File: src/rtl/arm_control_unit_pkg.sv
`default_nettype none
// ============================================================================
// Package : cu_pkg
// Purpose : Shared definitions for the ARM-subset microprogrammed control
//           unit. Holds the microstate enum, control-word bit positions,
//           ALU opcodes, datapath select encodings and condition codes.
// Ports   : none (package)
// Rev     : 1.0  initial release
// ============================================================================
package cu_pkg;

  localparam int ST_W = 8;

  typedef enum logic [ST_W-1:0] {
    S_RESET  = 8'd0,
    S_FETCH1 = 8'd1,
    S_FETCH2 = 8'd2,
    S_FETCH3 = 8'd3,
    S_DECODE = 8'd4,
    S_DP     = 8'd5,
    S_MEM_I  = 8'd6,
    S_MEM_R  = 8'd7,
    S_LD1    = 8'd8,
    S_LD2    = 8'd9,
    S_ST1    = 8'd10,
    S_ST2    = 8'd11,
    S_BR     = 8'd12,
    S_BL     = 8'd13,
    S_BR2    = 8'd14
  } state_t;

  // Control word single-bit fields
  localparam int CW_MFA     = 31;
  localparam int CW_RW_RAM  = 30;
  localparam int CW_SALU    = 29;
  localparam int CW_RF_RW   = 28;
  localparam int CW_SSAB    = 27;  // MDR input: 1 = register B bus, 0 = RAM
  localparam int CW_SSOP    = 26;
  localparam int CW_SMA     = 25;  // MAR input: 1 = register A bus, 0 = ALU
  localparam int CW_STA     = 24;  // shifter source: 1 = immediate, 0 = Rm
  localparam int CW_MAR_EN  = 23;
  localparam int CW_SR_EN   = 22;
  localparam int CW_MDR_EN  = 21;
  localparam int CW_IR_EN   = 20;
  localparam int CW_SHT_EN  = 19;
  localparam int CW_ISE_EN  = 18;
  localparam int CW_SGN_EN  = 17;
  localparam int CW_CLR     = 16;

  // Control word multi-bit fields (LSB positions)
  localparam int CW_DSS_LO   = 14;
  localparam int CW_WRA_LO   = 12;
  localparam int CW_SRA_LO   = 10;
  localparam int CW_SRB_LO   = 8;
  localparam int CW_SISE_LO  = 6;
  localparam int CW_SALUB_LO = 4;
  localparam int CW_ALUA_LO  = 0;

  // ALU opcodes follow the ARM data-processing opcode field
  localparam logic [3:0] ALU_AND = 4'b0000;
  localparam logic [3:0] ALU_EOR = 4'b0001;
  localparam logic [3:0] ALU_SUB = 4'b0010;
  localparam logic [3:0] ALU_RSB = 4'b0011;
  localparam logic [3:0] ALU_ADD = 4'b0100;
  localparam logic [3:0] ALU_ADC = 4'b0101;
  localparam logic [3:0] ALU_SBC = 4'b0110;
  localparam logic [3:0] ALU_RSC = 4'b0111;
  localparam logic [3:0] ALU_TST = 4'b1000;
  localparam logic [3:0] ALU_TEQ = 4'b1001;
  localparam logic [3:0] ALU_CMP = 4'b1010;
  localparam logic [3:0] ALU_CMN = 4'b1011;
  localparam logic [3:0] ALU_ORR = 4'b1100;
  localparam logic [3:0] ALU_MOV = 4'b1101;
  localparam logic [3:0] ALU_BIC = 4'b1110;
  localparam logic [3:0] ALU_MVN = 4'b1111;

  // Register-file write address select
  localparam logic [1:0] WRA_RD = 2'b00;
  localparam logic [1:0] WRA_PC = 2'b01;
  localparam logic [1:0] WRA_LR = 2'b10;
  localparam logic [1:0] WRA_RN = 2'b11;
  // Register-file read port A select
  localparam logic [1:0] SRA_RN = 2'b00;
  localparam logic [1:0] SRA_PC = 2'b01;
  localparam logic [1:0] SRA_RD = 2'b10;
  localparam logic [1:0] SRA_RM = 2'b11;
  // Register-file read port B select
  localparam logic [1:0] SRB_RM = 2'b00;
  localparam logic [1:0] SRB_RD = 2'b01;
  localparam logic [1:0] SRB_RS = 2'b10;
  localparam logic [1:0] SRB_PC = 2'b11;
  // Register-file write data select
  localparam logic [1:0] DSS_ALU = 2'b00;
  localparam logic [1:0] DSS_MDR = 2'b01;
  localparam logic [1:0] DSS_PC  = 2'b10;
  // ALU B operand select
  localparam logic [1:0] SALUB_SHIFT  = 2'b00;
  localparam logic [1:0] SALUB_CONST4 = 2'b01;
  localparam logic [1:0] SALUB_IMM    = 2'b10;
  localparam logic [1:0] SALUB_ZERO   = 2'b11;
  // Immediate sign/zero extender source select
  localparam logic [1:0] SISE_IMM12 = 2'b00;
  localparam logic [1:0] SISE_IMM8R = 2'b01;
  localparam logic [1:0] SISE_IMM24 = 2'b10;

  localparam logic RW_READ  = 1'b1;
  localparam logic RW_WRITE = 1'b0;

  // ARM condition codes
  localparam logic [3:0] COND_EQ = 4'b0000;
  localparam logic [3:0] COND_NE = 4'b0001;
  localparam logic [3:0] COND_CS = 4'b0010;
  localparam logic [3:0] COND_CC = 4'b0011;
  localparam logic [3:0] COND_MI = 4'b0100;
  localparam logic [3:0] COND_PL = 4'b0101;
  localparam logic [3:0] COND_VS = 4'b0110;
  localparam logic [3:0] COND_VC = 4'b0111;
  localparam logic [3:0] COND_HI = 4'b1000;
  localparam logic [3:0] COND_LS = 4'b1001;
  localparam logic [3:0] COND_GE = 4'b1010;
  localparam logic [3:0] COND_LT = 4'b1011;
  localparam logic [3:0] COND_GT = 4'b1100;
  localparam logic [3:0] COND_LE = 4'b1101;
  localparam logic [3:0] COND_AL = 4'b1110;
  localparam logic [3:0] COND_NV = 4'b1111;

endpackage
`default_nettype wire

File: src/rtl/arm_control_unit_cond_eval.sv
`default_nettype none
// ============================================================================
// Module  : cu_cond_eval
// Purpose : Combinational ARM condition-code evaluator.
// Ports   : cond  [3:0] in  - instruction condition field IR[31:28]
//           flags [3:0] in  - {N,Z,C,V}
//           pass        out - 1 when the instruction should execute
// Rev     : 1.0  initial release
// ============================================================================
module cu_cond_eval
  import cu_pkg::*;
(
  input  logic [3:0] cond,
  input  logic [3:0] flags,
  output logic       pass
);

  logic n, z, c, v;
  assign n = flags[3];
  assign z = flags[2];
  assign c = flags[1];
  assign v = flags[0];

  always_comb begin
    pass = 1'b0;
    case (cond)
      COND_EQ: pass = z;
      COND_NE: pass = ~z;
      COND_CS: pass = c;
      COND_CC: pass = ~c;
      COND_MI: pass = n;
      COND_PL: pass = ~n;
      COND_VS: pass = v;
      COND_VC: pass = ~v;
      COND_HI: pass = c & ~z;
      COND_LS: pass = ~c | z;
      COND_GE: pass = (n == v);
      COND_LT: pass = (n != v);
      COND_GT: pass = ~z & (n == v);
      COND_LE: pass = z | (n != v);
      COND_AL: pass = 1'b1;
      default: pass = 1'b0;  // 1111: never
    endcase
  end

endmodule
`default_nettype wire

File: src/rtl/arm_control_unit.sv
`default_nettype none
// ============================================================================
// Module  : arm_control_unit
// Purpose : Microprogrammed controller for the ARM-subset CPU. A Moore FSM
//           whose state indexes a microcode ROM; a few IR fields patch the
//           ROM word in the execute states.
// Ports   : CLK        in   clock, rising edge
//           Reset      in   synchronous active-high reset
//           CW  [31:0] out  control word to data_path
//           IR  [31:0] in   instruction register
//           MFC        in   memory function complete
//           Flags [3:0] in  {N,Z,C,V}
// Rev     : 1.0  initial release
// ============================================================================
module arm_control_unit
  import cu_pkg::*;
#(
  parameter int STATE_W = 8,
  parameter int CW_W    = 32
) (
  input  logic            CLK,
  input  logic            Reset,
  output logic [CW_W-1:0] CW,
  input  logic [31:0]     IR,
  input  logic            MFC,
  input  logic [3:0]      Flags
);

  state_t          state;
  state_t          state_next;
  logic [CW_W-1:0] cw_word;
  logic            cond_pass;
  logic            unused_ir;

  assign unused_ir = ^IR[19:0];

  cu_cond_eval u_cond_eval (
    .cond  (IR[31:28]),
    .flags (Flags),
    .pass  (cond_pass)
  );

  // Microcode ROM: unlisted indices read as an all-zero word.
  function automatic logic [CW_W-1:0] rom_word(input logic [STATE_W-1:0] idx);
    logic [CW_W-1:0] w;
    w = '0;
    case (idx)
      S_RESET: w[CW_CLR] = 1'b1;
      S_FETCH1: begin
        w[CW_MAR_EN]            = 1'b1;
        w[CW_SMA]               = 1'b1;
        w[CW_SRA_LO +: 2]       = SRA_PC;
      end
      S_FETCH2, S_LD1: begin
        w[CW_MFA]               = 1'b1;
        w[CW_RW_RAM]            = RW_READ;
        w[CW_MDR_EN]            = 1'b1;
      end
      S_FETCH3: begin
        w[CW_IR_EN]             = 1'b1;
        w[CW_RF_RW]             = 1'b1;
        w[CW_WRA_LO +: 2]       = WRA_PC;
        w[CW_SRA_LO +: 2]       = SRA_PC;
        w[CW_SALUB_LO +: 2]     = SALUB_CONST4;
        w[CW_ALUA_LO +: 4]      = ALU_ADD;
      end
      S_DP: begin
        // ALUA, RF_RW, SR_EN and STA are patched from IR below.
        w[CW_SHT_EN]            = 1'b1;
        w[CW_WRA_LO +: 2]       = WRA_RD;
        w[CW_SRA_LO +: 2]       = SRA_RN;
        w[CW_SRB_LO +: 2]       = SRB_RM;
        w[CW_SISE_LO +: 2]      = SISE_IMM8R;
        w[CW_SALUB_LO +: 2]     = SALUB_SHIFT;
        w[CW_DSS_LO +: 2]       = DSS_ALU;
      end
      S_MEM_I: begin
        w[CW_MAR_EN]            = 1'b1;
        w[CW_ISE_EN]            = 1'b1;
        w[CW_SRA_LO +: 2]       = SRA_RN;
        w[CW_SISE_LO +: 2]      = SISE_IMM12;
        w[CW_SALUB_LO +: 2]     = SALUB_IMM;
      end
      S_MEM_R: begin
        w[CW_MAR_EN]            = 1'b1;
        w[CW_SHT_EN]            = 1'b1;
        w[CW_SRA_LO +: 2]       = SRA_RN;
        w[CW_SRB_LO +: 2]       = SRB_RM;
        w[CW_SALUB_LO +: 2]     = SALUB_SHIFT;
      end
      S_LD2: begin
        w[CW_RF_RW]             = 1'b1;
        w[CW_WRA_LO +: 2]       = WRA_RD;
        w[CW_DSS_LO +: 2]       = DSS_MDR;
      end
      S_ST1: begin
        w[CW_MDR_EN]            = 1'b1;
        w[CW_SSAB]              = 1'b1;
        w[CW_SRB_LO +: 2]       = SRB_RD;
      end
      S_ST2: begin
        w[CW_MFA]               = 1'b1;
        w[CW_RW_RAM]            = RW_WRITE;
      end
      S_BL: begin
        // LR <= PC + 0
        w[CW_RF_RW]             = 1'b1;
        w[CW_WRA_LO +: 2]       = WRA_LR;
        w[CW_SRA_LO +: 2]       = SRA_PC;
        w[CW_SALUB_LO +: 2]     = SALUB_ZERO;
        w[CW_ALUA_LO +: 4]      = ALU_ADD;
      end
      S_BR2: begin
        w[CW_RF_RW]             = 1'b1;
        w[CW_SGN_EN]            = 1'b1;
        w[CW_ISE_EN]            = 1'b1;
        w[CW_WRA_LO +: 2]       = WRA_PC;
        w[CW_SRA_LO +: 2]       = SRA_PC;
        w[CW_SISE_LO +: 2]      = SISE_IMM24;
        w[CW_SALUB_LO +: 2]     = SALUB_IMM;
        w[CW_ALUA_LO +: 4]      = ALU_ADD;
      end
      default: w = '0;  // S_DECODE, S_BR and illegal indices
    endcase
    return w;
  endfunction

  always_ff @(posedge CLK) begin
    if (Reset) state <= S_RESET;
    else       state <= state_next;
  end

  always_comb begin
    state_next = S_FETCH1;
    cw_word    = rom_word(state);

    case (state)
      S_RESET:  state_next = S_FETCH1;
      S_FETCH1: state_next = S_FETCH2;
      S_FETCH2: state_next = MFC ? S_FETCH3 : S_FETCH2;
      S_FETCH3: state_next = S_DECODE;
      S_DECODE: begin
        if (cond_pass) begin
          case (IR[27:25])
            3'b000, 3'b001: state_next = S_DP;
            3'b010:         state_next = S_MEM_I;
            3'b011:         state_next = S_MEM_R;
            3'b101:         state_next = S_BR;
            default:        state_next = S_FETCH1;  // unsupported class: NOP
          endcase
        end
      end
      S_DP: begin
        cw_word[CW_STA]            = IR[25];
        cw_word[CW_ALUA_LO +: 4]   = IR[24:21];
        // TST/TEQ/CMP/CMN (opcode 10xx) only update flags
        cw_word[CW_RF_RW]          = ~(IR[24] & ~IR[23]);
        cw_word[CW_SR_EN]          = IR[20];
        state_next                 = S_FETCH1;
      end
      S_MEM_I, S_MEM_R: begin
        // U bit picks offset direction; B bit ignored, always word access
        cw_word[CW_ALUA_LO +: 4]   = IR[23] ? ALU_ADD : ALU_SUB;
        state_next                 = IR[20] ? S_LD1 : S_ST1;
      end
      S_LD1:    state_next = MFC ? S_LD2 : S_LD1;
      S_LD2:    state_next = S_FETCH1;
      S_ST1:    state_next = S_ST2;
      S_ST2:    state_next = MFC ? S_FETCH1 : S_ST2;
      S_BR:     state_next = IR[24] ? S_BL : S_BR2;
      S_BL:     state_next = S_BR2;
      S_BR2:    state_next = S_FETCH1;
      default:  state_next = S_FETCH1;
    endcase
  end

  assign CW = cw_word;

endmodule
`default_nettype wire

File: config.mk
export PLATFORM = sky130hd
export DESIGN_NAME = arm_control_unit
export DESIGN_NICKNAME = d
export VERILOG_FILES = /design/src/rtl/arm_control_unit_pkg.sv /design/src/rtl/arm_control_unit_cond_eval.sv /design/src/rtl/arm_control_unit.sv
export SDC_FILE = /design/constraint.sdc
export NUM_CORES = 1
export LEC_CHECK = 0
export BUFFER_PORTS_ARGS = -buffer_cell sky130_fd_sc_hd__buf_4
export CORE_MARGIN = 4
export CORE_UTILIZATION = 36
export DETAILED_ROUTE_END_ITERATION = 12
export GPL_TIMING_DRIVEN = 1
export HOLD_SLACK_MARGIN = 0.1
export PLACE_DENSITY = 0.86
export SYNTH_ARGS = -nofsm -noshare
export SYNTH_HDL_FRONTEND = slang
export SYNTH_HIERARCHICAL = 1
export SYNTH_SLANG_ARGS = --single-unit
File: constraint.sdc
create_clock -name CLK -period 1.6 [get_ports CLK]
set_input_delay 0.32 -clock CLK [delete_from_list [all_inputs] [get_ports CLK]]
set_output_delay 0.32 -clock CLK [all_outputs]
set_load 0.02 [all_outputs]
==> results.md, run 1 <==
* Num CTS Buffers at 3
* Via density at 6.02
* Fin util at 83.1%
* Clock tree from TritonCTS: done
* Post-synthesis cell count at 142
* Type of the setup path with the least slack: flop to output pin
* Average wire per standard cell at 19.7 um
* Max clock buf depth at 2
* Synth Area in XOR/XNOR at 4.75%
* Clock latency on the worst-skew pair at 0.23 ns
* Synthesized-area fraction occupied by adder cells at 0%
* Finished Cell Area at 1910 um^2
* Worst Hold Path Cells at 2
* Wire length of the first global-routing pass at 5220 um
* Most area-consuming cells after synthesis: dfxtp_1 8.9%, buf_4 7.5%, nor2_1 7.5%
* Fraction of synthesized area in multiplexers at 1.68%
* Estimated wirelength of the detail-placed design at 2360 um
* Flip-flop count of the largest register, all copies and words added at 4
* Die Y-Extent at 57.9 um
* Unrepaired setup endpoints after global routing: yes
* Register with the highest flop count: state
* Synthesized cell area at 896 um^2
* Final cell count without fillers at 245
* Synth Area in Simple Gates at 41.2%
* Htree depth at 1
* Clock-pin transition on the worst setup and hold timing paths at 0.04 ns
* Library cell with the highest instance count after synthesis: nor2_1
* Status: finished with violations
* Ant. Diodes at 0
* Hold-fix buffer count after cts at 0
* Worst min-delay path endpoint: state[0]$_SDFF_PP0_
* Via count of the first global-routing pass at 1147
* Overflow left after global routing at 0
* Global router's overall resource usage at 19.2%
* Post-detailed-route DRC marker count at 0
* Post-synthesis sequential area ratio at 8.94%
* DRC violation total after the first TritonRoute iteration at 65
* Most used flip-flop cell after synthesis: dfxtp_1
* Initial standard-cell utilization of the core at 39.0%
* Crit end category: output pin
* Required arrival time at the worst endpoint at 1.28 ns
* Peak supply drop at 0.000635 V
* Placeable core region at 2300 um^2
* Post-route ant nets at 0
* FF+latch count, synth at 4
* Count of flip-flops with a built-in enable after synthesis at 0
* Max cap viols at 0
* Total of endpoints with negative setup slack in the final report at 16
* Routed Wire Length at 4820 um
* Synth Area in Compound Gates at 29.9%
* Most numerous cell types in the synthesized netlist: 18 x nor2_1, 13 x nand2_1, 9 x buf_4, 9 x nand2b_1
* Number of search-and-repair iterations in the first detailed-routing pass at 4
* Cell area power density at 372 nW/um^2
* Final hold violations at 0
* Main combinational cell family by area after synthesis: simple AND/OR/NAND/NOR gates
* Minimum clock period after layout at 1.75 ns
* Number of library cell types mapped by synthesis at 42
* Placed cell count at 221
* Final Worst Setup Slack at -0.153 ns
* Die Span X at 57.9 um
* Total Nets Final at 258
* Fraction of final layout cells with drive strength greater than 1 at 61.8%
* Maximum number of pins on one net before global-route repair at 17
* Setup crit start kind: flop
* Hold Crit Class: input pin to flop
* Count of buffers inserted at the top-level ports at 45
* Setup slack, reg-to-reg at 0.06 ns
* Antenna violations before repair at 0
* Top-level port count at 71
* Layout area overhead at 113%
* Setup skew after layout at 0.000331 ns
* CTS sink cnt at 4
* Std-Cell Rows at 17
* Share of flip-flops with an asynchronous set or reset at 0%
* Max frequency at 0.570 GHz
* Die Area at 3350 um^2
* Startpoint of the worst hold path: Reset
* Average cell area after synthesis at 6.31 um^2
* Leakage power figure at 0.852 nW
* Share of Yosys cell area claimed by the top area cell type at 8.94%
* Biggest fanout along the worst timing path at 6
* Final weighted congestion of routability-driven global placement at 0.839
* Number of warnings reported in the yosys synthesis log at 6
* Worst reg2reg path depth at 5
* Startpoint of the lowest-slack register-to-register path: state[1]$_SDFF_PP0_
* Largest area contributor in the netlist: dfxtp_1
* Total power draw at 0.000709 W
* Post-DP Area at 1360 um^2
* Number of slew-limit violations in the final report at 0
* Final-layout worst hold slack at 0.270 ns
* Clk root buf: clkbuf_4
* Largest regs: state x4
* Endpoint arrival time on the critical path at 1.43 ns
* Via count of the routed design at 1474
* Failing checks: negative setup slack
* Share of the cycle needed by the critical path after routing at 110%
* Terminus of the critical flop-to-flop path: state[0]$_SDFF_PP0_
[cell families (layout without fill, tap and decap cells)]
kind of cell           Yosys count  after routing
AND/OR/NAND/NOR                 72             72
flip-flops                       4              4
AO/OA/AOI/OAI                   40             40
other                            1              5
XOR/XNOR                         4              4
buffers and inverters           20             91
multiplexers                     1              1
[power breakdown]
part,internal [W],switching (W)
clock,0.0000837,0.0000389
combinational,0.000235,0.000237
sequential,0.000102,0.0000120
total,0.000421,0.000288
[area by class of cell]
class,count,area (um^2)
fillers,130,389
repair buffers,85,792
multi-input cells,122,950
inverters,3,13.8
well taps,28,35.0
clock buffers,3,22.5
flip-flops and latches,4,95.1
[what timing repair did]
| item | in CTS | in global routing |
|---|---|---|
| gates cloned | 0 | 2 |
| setup endpoints to repair | 26 | 25 |
| setup buffers | 6 | 13 |
| gates resized for setup | 35 | 50 |
| pin swaps | 10 | 16 |
[cells in the final DEF, fill, tap and decap left out, types with 2 or more instances in the layout]
cell,instances
dfxtp_4,4
buf_12,2
a211o_1,3
nor2_1,12
nor3_1,6
a21boi_2,2
conb_1,5
buf_8,3
xor2_1,2
nand2_2,2
clkbuf_4,3
nand2_1,10
nor3_2,3
o211ai_1,2
o21ai_1,5
a22oi_1,2
a21oi_1,5
nand2b_1,5
buf_4,59
clkbuf_16,2
o22ai_1,2
o21a_1,2
a41oi_1,2
buf_6,19
and3_4,4
nor2_4,5
o21ai_0,3
a21oi_2,3
nand3_1,2
nand2b_4,4
nor2b_1,4
[critical path, cell delays in order, from the launching register on]
cell       delay (ns)
dfxtp_4          0.37
buf_12           0.14
and2b_2          0.29
a2bb2oi_2        0.18
nor2_1           0.07
buf_4            0.15
[worst max-delay path by stage]
stage / startpoint / endpoint / slack, ns / cells past startpoint
2_1_floorplan: IR[31] / state[2]$_SDFF_PP0_ / -0.11 / 9
3_3_place_gp: IR[31] / state[0]$_SDFF_PP0_ / -0.30 / 8
3_5_place_dp: Flags[3] / state[2]$_SDFF_PP0_ / -0.33 / 9
4_1_cts: IR[30] / state[2]$_SDFF_PP0_ / -0.04 / 9
5_1_grt: IR[31] / state[0]$_SDFF_PP0_ / -0.23 / 8
6_report: state[1]$_SDFF_PP0_ / CW[1] / -0.15 / 5
[routing by layer]
layer,GRT usage [%],part of all wire [%],vias to the layer above,wire (um)
met5,0,0,-,0
met4,7.28,6.2,0,299
met3,4.01,7.0,28,338
met2,31.5,52,85,2490
met1,24.6,35,712,1690
li1,-,-,649,-
[per-stage QoR]
step | setup TNS, ns | setup slack [ns]
floorplan | -0.179 | -0.107
global placement | -1.04 | -0.295
detailed placement | -1.16 | -0.334
CTS | -0.176 | -0.0352
global route | -2.08 | -0.231
finish | -1.19 | -0.153
No activity file was read; power rests on OpenSTA's default activity.
==> run 2, diff against run 1 <==
--- a/config.mk
+++ b/config.mk
@@ -12,6 +12,7 @@
 export GPL_TIMING_DRIVEN = 1
 export HOLD_SLACK_MARGIN = 0.1
 export PLACE_DENSITY = 0.86
+export SETUP_SLACK_MARGIN = 0.4
 export SYNTH_ARGS = -nofsm -noshare
 export SYNTH_HDL_FRONTEND = slang
 export SYNTH_HIERARCHICAL = 1
==> constraint.sdc (replaced) <==
create_clock -name CLK -period 1.6 [get_ports CLK]
set_input_delay 0.08 -clock CLK [delete_from_list [all_inputs] [get_ports CLK]]
set_output_delay 0.08 -clock CLK [all_outputs]
set_load 0.02 [all_outputs]
==> results.md, run 2 (same netlist as run 1, synthesis figures left out) <==
* Total of endpoints with negative setup slack in the final report at 0
* Final weighted congestion of routability-driven global placement at 0.865
* Clock tree from TritonCTS: done
* Most common cell after layout, fill and taps aside: buf_4
* Antenna violations before repair at 0
* Number of slew-limit violations in the final report at 0
* Final Worst Setup Slack at 0.100 ns
* Die Span X at 57.9 um
* Max clock buf depth at 2
* Crit end category: output pin
* Layout area overhead at 124%
* Via count of the routed design at 1592
* Placeable core region at 2300 um^2
* Die Y-Extent at 57.9 um
* Register with the highest flop count: state
* Worst slack at placement at -0.0656 ns
* Std-Cell Rows at 17
* Max cap viols at 0
* Average wire per standard cell at 22.4 um
* Wire length of the first global-routing pass at 6690 um
* Final TNS setup at 0 ns
* Minimum clock period after layout at 1.50 ns
* Final-layout worst hold slack at 0.232 ns
* Via density at 6.39
* Fraction of final layout cells with drive strength greater than 1 at 66.5%
* Post-route ant nets at 0
* Endpoint arrival time on the critical path at 1.42 ns
* Global router's overall resource usage at 25.4%
* Flip-flop count of the largest register, all copies and words added at 4
* Estimated wirelength of the detail-placed design at 2220 um
* Maximum number of pins on one net before global-route repair at 12
* Via count of the first global-routing pass at 1383
* Unrepaired setup endpoints after global routing: yes
* Peak supply drop at 0.000383 V
* Number of search-and-repair iterations in the first detailed-routing pass at 5
* Ant. Diodes at 0
* Highest-count cells in the layout ignoring fill and taps: 51 x buf_4, 31 x buf_6, 9 x nor2_1
* Largest regs: state x4
* Post-detailed-route DRC marker count at 0
* Clock-pin transition on the worst setup and hold timing paths at 0.04 ns
* Count of buffers inserted at the top-level ports at 45
* Biggest fanout along the worst timing path at 6
* CTS sink cnt at 4
* Max frequency at 0.667 GHz
* Total power draw at 0.000771 W
* Cell area power density at 385 nW/um^2
* Leakage power figure at 0.868 nW
* Required arrival time at the worst endpoint at 1.52 ns
* Final hold violations at 0
* Initial standard-cell utilization of the core at 39.0%
* Num CTS Buffers at 3
* Htree depth at 1
* Clk root buf: clkbuf_4
* Die Area at 3350 um^2
* Share of the cycle needed by the critical path after routing at 93.7%
* Hold Crit Class: input pin to flop
* Overflow left after global routing at 0
* Top-level port count at 71
* Status: completed
* Type of the setup path with the least slack: flop to output pin
* Setup skew after layout at 0.00412 ns
* Routed Wire Length at 5570 um
* Setup crit start kind: flop
* DRC violation total after the first TritonRoute iteration at 117
* Total Nets Final at 262
* Clock latency on the worst-skew pair at 0.25 ns
==> run 2: routing by layer <==
metal	vias up	share of wire [%]	wire length [um]	track usage (%)
li1	656	-	-	-
met1	733	33	1840	29.9
met2	150	51	2840	43.7
met3	53	8.8	492	5.79
met4	0	7.3	405	11.3
met5	-	0	0	0
==> run 2: critical path, cell delays in order (launching register included) <==
cell and delay, ns:
dfxtp_4 0.38, buf_6 0.13, and2b_2 0.28, a2bb2oi_2 0.16, nor2_1 0.07, buf_4 0.15
==> run 2: layout make-up <==
type	count	area [um^2]
Multi-Input combinational cell	122	1010
Fill cell	108	293
Inverter	3	15.0
Timing Repair Buffer	89	822
Sequential cell	4	95.1
Clock buffer	3	22.5
Tap cell	28	35.0
==> run 2: power by group <==
part,internal (W),switching (W)
clock network,0.0000844,0.0000491
registers,0.000102,0.0000137
logic,0.000258,0.000264
==> run 2: stage by stage <==
| step | util (%) | cell area, um^2 | cells |
|---|---|---|---|
| 6_report | 87.3 | 2000 | 249 |
| 5_1_grt | 87.3 | 2000 | 249 |
| 4_1_cts | 75.2 | 1730 | 237 |
| 3_5_place_dp | 56.9 | 1310 | 211 |
| 3_3_place_gp | 56.9 | 1310 | 211 |
| 2_1_floorplan | - | 1000 | 146 |
==> run 2: what timing repair did <==
action                                  4_1_cts  5_1_grt
endpoints found under the setup margin       31       31
hold buffers                                  1        0
buffers inserted                             21       12
gates cloned                                  1        0
resized for setup                            57       46
hold endpoints to repair                      1        0
pin swaps                                    18       20
==> run 2: path summary, 6_finish.rpt <==
path | startpoint | end | slack [ns] | cells after the start
max | state[1]$_SDFF_PP0_ | CW[1] | 0.10 | 5
min | MFC | state[0]$_SDFF_PP0_ | 0.23 | 3
max reg2reg | state[3]$_SDFF_PP0_ | state[1]$_SDFF_PP0_ | 0.15 | 6
min reg2reg | state[2]$_SDFF_PP0_ | state[3]$_SDFF_PP0_ | 0.73 | 3
